## config.mk

```make
export PLATFORM = sky130hd
export DESIGN_NAME = acc_alu_sequencer
export DESIGN_NICKNAME = d
export VERILOG_FILES = /design/src/rtl/acc_alu_sequencer.sv
export SDC_FILE = /design/constraint.sdc
export NUM_CORES = 1
export LEC_CHECK = 0
export CAP_MARGIN = 15
export CORE_AREA = 2 2 45 63
export DETAILED_ROUTE_END_ITERATION = 6
export DIE_AREA = 0 0 47 65
export MAX_ROUTING_LAYER = met4
export PLACE_DENSITY = 0.89
export SLEW_MARGIN = 20
export SYNTH_ARGS = -nofsm -noshare
export SYNTH_HDL_FRONTEND = slang
export SYNTH_SLANG_ARGS = --single-unit
```

## constraint.sdc

```tcl
create_clock -name clk -period 5.12 [get_ports clk]
set_clock_uncertainty 0.2 [all_clocks]
set_input_delay 0.768 -clock clk [delete_from_list [all_inputs] [get_ports clk]]
set_output_delay 0.768 -clock clk [all_outputs]
set_load 0.02 [all_outputs]
```

## src/rtl/acc_alu_sequencer.sv

```systemverilog
// rtl/acc_alu_sequencer.sv - T-state control sequencer for the accumulator/ALU datapath
// Optional single-step gating of EX1/EX2 is compiled in with ACC_SEQ_STEP_EN.
module acc_alu_sequencer #(
  parameter int WIDTH = 8
) (
  input  logic             clk,
  input  logic             rst_n,
`ifdef ACC_SEQ_STEP_EN
  input  logic             step,
`endif
  input  logic             cmd_valid,
  output logic             cmd_ready,
  input  logic [2:0]       cmd_op,
  input  logic [WIDTH-1:0] cmd_data,
  output logic [WIDTH-1:0] opnd_out,
  output logic             ei,
  output logic             ea,
  output logic             eu,
  output logic             sub,
  output logic             lb,
  output logic             nla,
  output logic             lo,
  input  logic             alu_cf,
  input  logic             alu_zf,
  output logic             cf,
  output logic             zf,
  output logic             done,
  output logic             halted,
  output logic             err
);

  typedef enum logic [2:0] {IDLE, EX1, EX2, DONE, HALT} state_t;

  localparam logic [2:0] OP_NOP = 3'd0;
  localparam logic [2:0] OP_LDA = 3'd1;
  localparam logic [2:0] OP_ADD = 3'd2;
  localparam logic [2:0] OP_SUB = 3'd3;
  localparam logic [2:0] OP_OUT = 3'd4;
  localparam logic [2:0] OP_HLT = 3'd5;

  state_t     state, state_n;
  logic [2:0] op_q, op_n;
  logic       accept, illegal, advance;
  logic       ei_n, ea_n, eu_n, sub_n, lb_n, nla_n, lo_n;

`ifdef ACC_SEQ_STEP_EN
  assign advance = step;
`else
  assign advance = 1'b1;
`endif

  assign accept  = (state == IDLE) && cmd_valid;
  assign illegal = cmd_op[2] & cmd_op[1];
  assign op_n    = accept ? cmd_op : op_q;

  always_comb begin
    state_n = state;
    case (state)
      IDLE: if (accept) state_n = (cmd_op == OP_NOP || illegal) ? DONE : EX1;
      EX1: begin
        if (advance) begin
          case (op_q)
            OP_ADD, OP_SUB: state_n = EX2;
            OP_HLT:         state_n = HALT;
            default:        state_n = DONE;
          endcase
        end
      end
      EX2:     if (advance) state_n = DONE;
      DONE:    state_n = IDLE;
      HALT:    state_n = HALT;
      default: state_n = IDLE;
    endcase
  end

  // Strobes are decoded one cycle early so they leave the flops as clean Moore outputs.
  always_comb begin
    ei_n  = 1'b0;
    ea_n  = 1'b0;
    eu_n  = 1'b0;
    sub_n = 1'b0;
    lb_n  = 1'b0;
    nla_n = 1'b1;
    lo_n  = 1'b0;
    case (state_n)
      EX1: begin
        case (op_n)
          OP_LDA: begin
            ei_n  = 1'b1;
            nla_n = 1'b0;
          end
          OP_ADD, OP_SUB: begin
            ei_n = 1'b1;
            lb_n = 1'b1;
          end
          OP_OUT: begin
            ea_n = 1'b1;
            lo_n = 1'b1;
          end
          default: ;
        endcase
      end
      EX2: begin
        eu_n  = 1'b1;
        nla_n = 1'b0;
        sub_n = (op_n == OP_SUB);
      end
      default: ;
    endcase
  end

  always_ff @(posedge clk or negedge rst_n) begin
    if (!rst_n) begin
      state     <= IDLE;
      op_q      <= OP_NOP;
      cmd_ready <= 1'b1;
      opnd_out  <= '0;
      ei        <= 1'b0;
      ea        <= 1'b0;
      eu        <= 1'b0;
      sub       <= 1'b0;
      lb        <= 1'b0;
      nla       <= 1'b1;
      lo        <= 1'b0;
      cf        <= 1'b0;
      zf        <= 1'b0;
      done      <= 1'b0;
      halted    <= 1'b0;
      err       <= 1'b0;
    end else begin
      state     <= state_n;
      op_q      <= op_n;
      cmd_ready <= (state_n == IDLE);
      done      <= (state_n == DONE);
      halted    <= (state_n == HALT);
      ei        <= ei_n;
      ea        <= ea_n;
      eu        <= eu_n;
      sub       <= sub_n;
      lb        <= lb_n;
      nla       <= nla_n;
      lo        <= lo_n;
      if (accept) begin
        opnd_out <= cmd_data;
        if (illegal) err <= 1'b1;
      end
      // Flags follow the ALU only on the cycle the result is written back.
      if (state == EX2 && advance) begin
        cf <= alu_cf;
        zf <= alu_zf;
      end
    end
  end

endmodule

```

# Word-level counts from Yosys, hierarchy flattened
# Index checks and enable logic that the tools add are counted.
# op_classes
n_eq_ne,14
n_mux,15
bitwise_logic,1
reduce_logical,9
# ops
op,n
$eq A3 B2 Y1 const B,7
$eq A3 B3 Y1 const B,4
$pmux W3 S4,1
$eq A3 B1 Y1 const B,3
$logic_not A3 Y1,3
$mux W1,9
$mux W3,2
$pmux W3 S2,1
$reduce_or A2 Y1,2
$reduce_or A3 Y1,1
$mux W2,1
$pmux W1 S2,1
$reduce_and A2 Y1,1
$and A1 B1 Y1,1
$logic_and A1 B1 Y1,1
$logic_or A1 B1 Y1,1
# word_totals
reg_bits,26
out_inout_bits,21

# Longest topological paths before layout
# depth
word_depth,7
mapped_depth,6
mapped_depth_nobuf,3

# Least setup slack after synthesis
# Ideal clock, no wire load.
# synth_timing
path_type,input to register
startpoint,input cmd_valid
endpoint,register op_q[2]
setup_ns,0.120
t_arrival_ns,1.561
setup_slack_ns,3.239
stages,5
path_buffers,2
path_cell_list,or4b_4 > buf_6 > buf_8 > nand2_1 > nand2_1
# synth_between
elab_chain_len,2
# synth_rtl
element,line_no,text
start: declaration,11,"input logic cmd_valid,"
$logic_and A1 B1 Y1,52,assign accept = (state == IDLE) && cmd_valid;
$mux W3,54,assign op_n = accept ? cmd_op : op_q;
via op_n[2],42,"logic [2:0] op_q, op_n;"
end signal: assignment,132,op_q <= op_n;
end: declaration,42,
# The timed path passes the listed nets, and every way through them passes these cells.
# A chain may end at the register's enable or synchronous reset.

# Worst setup path in the final report
# layout_timing
startpoint,input cmd_valid
endpoint,register sub
# layout_between
elab_chain_len,5
# layout_rtl
element,line_no,text
$logic_and A1 B1 Y1 (*),52,
$mux W3,59,IDLE: if (accept) state_n = (cmd_op == OP_NOP || illegal) ? DONE : EX1;
$pmux W3 S4,58,case (state)
$eq A3 B2 Y1,85,case (state_n)
$mux W1 (*),85,
via sub_n,44,"logic ei_n, ea_n, eu_n, sub_n, lb_n, nla_n, lo_n;"
end signal: assignment,139,sub <= sub_n;
end: declaration,19,"output logic sub,"
# Mark *: on every way through the listed nets, which the timed path passes. The rest lies on a longest branch.

==> flow_metrics.env <==
export IMPL_status="finished clean"
export IMPL_cap_violations=0
export IMPL_fin_crit_sh_pct=47.6
export IMPL_r2r_start="state[2]"
export IMPL_vias=812
export IMPL_tightest_slew_ns=0.940
export IMPL_grt_pass1_vias=790
export IMPL_tns_ns=0
export IMPL_start_util_pct=42.3
export IMPL_grt_pass1_wl_um=3560
export IMPL_die_area_um2=3060
export IMPL_diodes=0
export IMPL_ys_seq_area_share_pct=60.9
export IMPL_cts_sinks=26
export IMPL_swShare_pct=37.8
export IMPL_ys_seq_elements=26
export IMPL_syn_to_final_growth_pct=35.6
export IMPL_holdWs_ns=0.208
export IMPL_die_w_um=47
export IMPL_drt_iter0_markers=12
export IMPL_drv_slew=0
export IMPL_p_int_uw=499
export IMPL_overflow=0
export IMPL_rsz0062_at_grt="false"
export IMPL_rrSetupSlack_ns=3.09
export IMPL_synth_cells=100
export IMPL_num_rows=22
export IMPL_die_h_um=65
export IMPL_cts_root_buf="clkbuf_4"
export IMPL_power_switching_uw=304
export IMPL_end_kind="flop"
export IMPL_cp_arrival_ns=2.47
export IMPL_criticalPathCategory="input pin to flop"
export IMPL_yosysWarningCount=0
export IMPL_powerDensity_nw_per_um2=552
export IMPL_synth_flop_cell="dfrtp_1"
export IMPL_fillers=232
export IMPL_final_area_um2=1450
export IMPL_hold_path_class="input pin to async pin"
export IMPL_dp_hpwl_um=1610
export IMPL_syn_num_nets=116
export IMPL_syn_area_um2=1070
export IMPL_cts_buffers=3
export IMPL_wire_per_inst_um=12.9
export IMPL_cts_repair_resized=0
export IMPL_grt_max_degree=27
export IMPL_portBuffers=36
export IMPL_place_area_um2=1420
export IMPL_hold_viol=0
export IMPL_max_slew_margin_rel_pct=37.2
export IMPL_async_flop_share_pct=100
export IMPL_gp_congestion=0.882
export IMPL_drcViolationCount=0
export IMPL_firstDrtPassIters=4
export IMPL_ir_drop_v=0.000221
export IMPL_avgSynthCellArea_um2=10.7
export IMPL_combPwrFrac_pct=43.9
export IMPL_pwr_share_clk_pct=12.9
export IMPL_rr_worst_depth=3
export IMPL_ant_nets=0
export IMPL_wl_um=2190
export IMPL_leakage_nw=0.645
export IMPL_synth_distinct_cells=30
export IMPL_synth_edf_count=0
export IMPL_cts_buffer_depth=2
export IMPL_antenna_found_initial=0
export IMPL_required_ns=5.16
export IMPL_cp_max_fo=11
export IMPL_fmax_ghz=0.411
export IMPL_ios=37
export IMPL_clkTransAtPathRegs_ns=0.13
export IMPL_cts_tree="done"
export IMPL_finalNetCount=151
export IMPL_core_um2=2530
export IMPL_vias_per_cell=4.78
export IMPL_cts_max_level=1
export IMPL_drive_above_1_share_pct=11.2
export IMPL_pwr_share_seq_pct=43.3
export IMPL_finalCriticalPeriod_ns=2.44
export IMPL_hold_buffers=0
export IMPL_worstSetupStartpointType="input pin"
export IMPL_clkLatencyLatePin_ns=0.33
export IMPL_crit_start="cmd_valid"
export IMPL_grt_use_total_pct=17.1
export IMPL_cts_setup_buffers=0
export IMPL_setup_viol=0
[state kept, by name, summed over array words and instances (netlist names)]
| name | flops |
|---|---|
| halted | 1 |
| opnd_out | 8 |
| cf | 1 |
| err | 1 |
| lo | 1 |
| ei | 1 |
| sub | 1 |
| nla | 1 |
| done | 1 |
| eu | 1 |
| lb | 1 |
| zf | 1 |
| state | 3 |
| cmd_ready | 1 |
| op_q | 3 |
[worst paths after layout]
check                               to
max                                sub
min                               done
max reg2reg                        sub
min reg2reg                opnd_out[7]
max in group asynchronous          nla
min in group clk           opnd_out[7]
[logic make-up after synthesis]
family          count (synthesis)  synth area share (%)
buf+inv                         7                  5.48
mux                             2                  2.10
compound gates                 12                  6.89
simple gates                   53                  24.6
flops                          26                  60.9
[metal layers]
layer	wire (um)	global-route usage (%)	vias up
met5	0	-	-
met4	74	11.1	0
met3	112	1.95	7
met2	1130	26.9	32
met1	881	19.7	375
li1	-	-	398
[cell type report]
type	count	area [um^2]	area share [%]
clock buffers	4	36.3	2.50
flip-flops and latches	26	653	44.9
multi-input cells	67	360	24.8
repair buffers	36	355	24.4
well taps	36	45.0	3.10
inverters	1	3.75	0.258
[synth_stat cells, types with 2 or more instances]
cell	count	area share, %
buf_6	2	2.1
dfrtp_1	24	56
dfstp_2	2	4.9
o211ai_1	2	1.4
buf_2	2	0.93
mux2_2	2	2.1
a21oi_1	2	0.93
o21ai_0	4	1.9
nor3_1	2	0.93
nand2_1	33	12
nand3_1	5	2.3
nor2_1	2	0.70
[cell usage in the layout, fill, tap and decap left out, types with 3 or more instances in the layout]
cell,synthesis,final
clkbuf_4,0,3
clkdlybuf4s50_1,0,35
dfrtp_1,24,24
nand2_1,33,33
nand3_1,5,5
o21ai_0,4,4
[power groups by stage]
stage / clock network (mW) / logic [mW] / registers (mW)
finish: 0.103 / 0.352 / 0.347
global route: 0.116 / 0.385 / 0.358
CTS: 0.107 / 0.357 / 0.347
detailed placement: 0 / 0.355 / 0.352
global placement: 0 / 0.343 / 0.345
floorplan: 0 / 0.162 / 0.399
[metrics by stage]
step / power [mW] / setup WS [ns] / std cells / util [%]
floorplan: 0.561 / 3.24 / 100 / -
global placement: 0.688 / 2.44 / 166 / 56.2
detailed placement: 0.707 / 2.36 / 166 / 56.2
CTS: 0.811 / 2.68 / 170 / 57.6
global route: 0.860 / 2.59 / 170 / 57.4
finish: 0.803 / 2.68 / 170 / 57.4
[worst max-delay path, stage by stage]
cell             delay [ns]
clkdlybuf4s50_1        0.53
nor4b_2                0.79
nand3_1                0.15
a21boi_0               0.24
No activity file was read; power rests on OpenSTA's default activity.
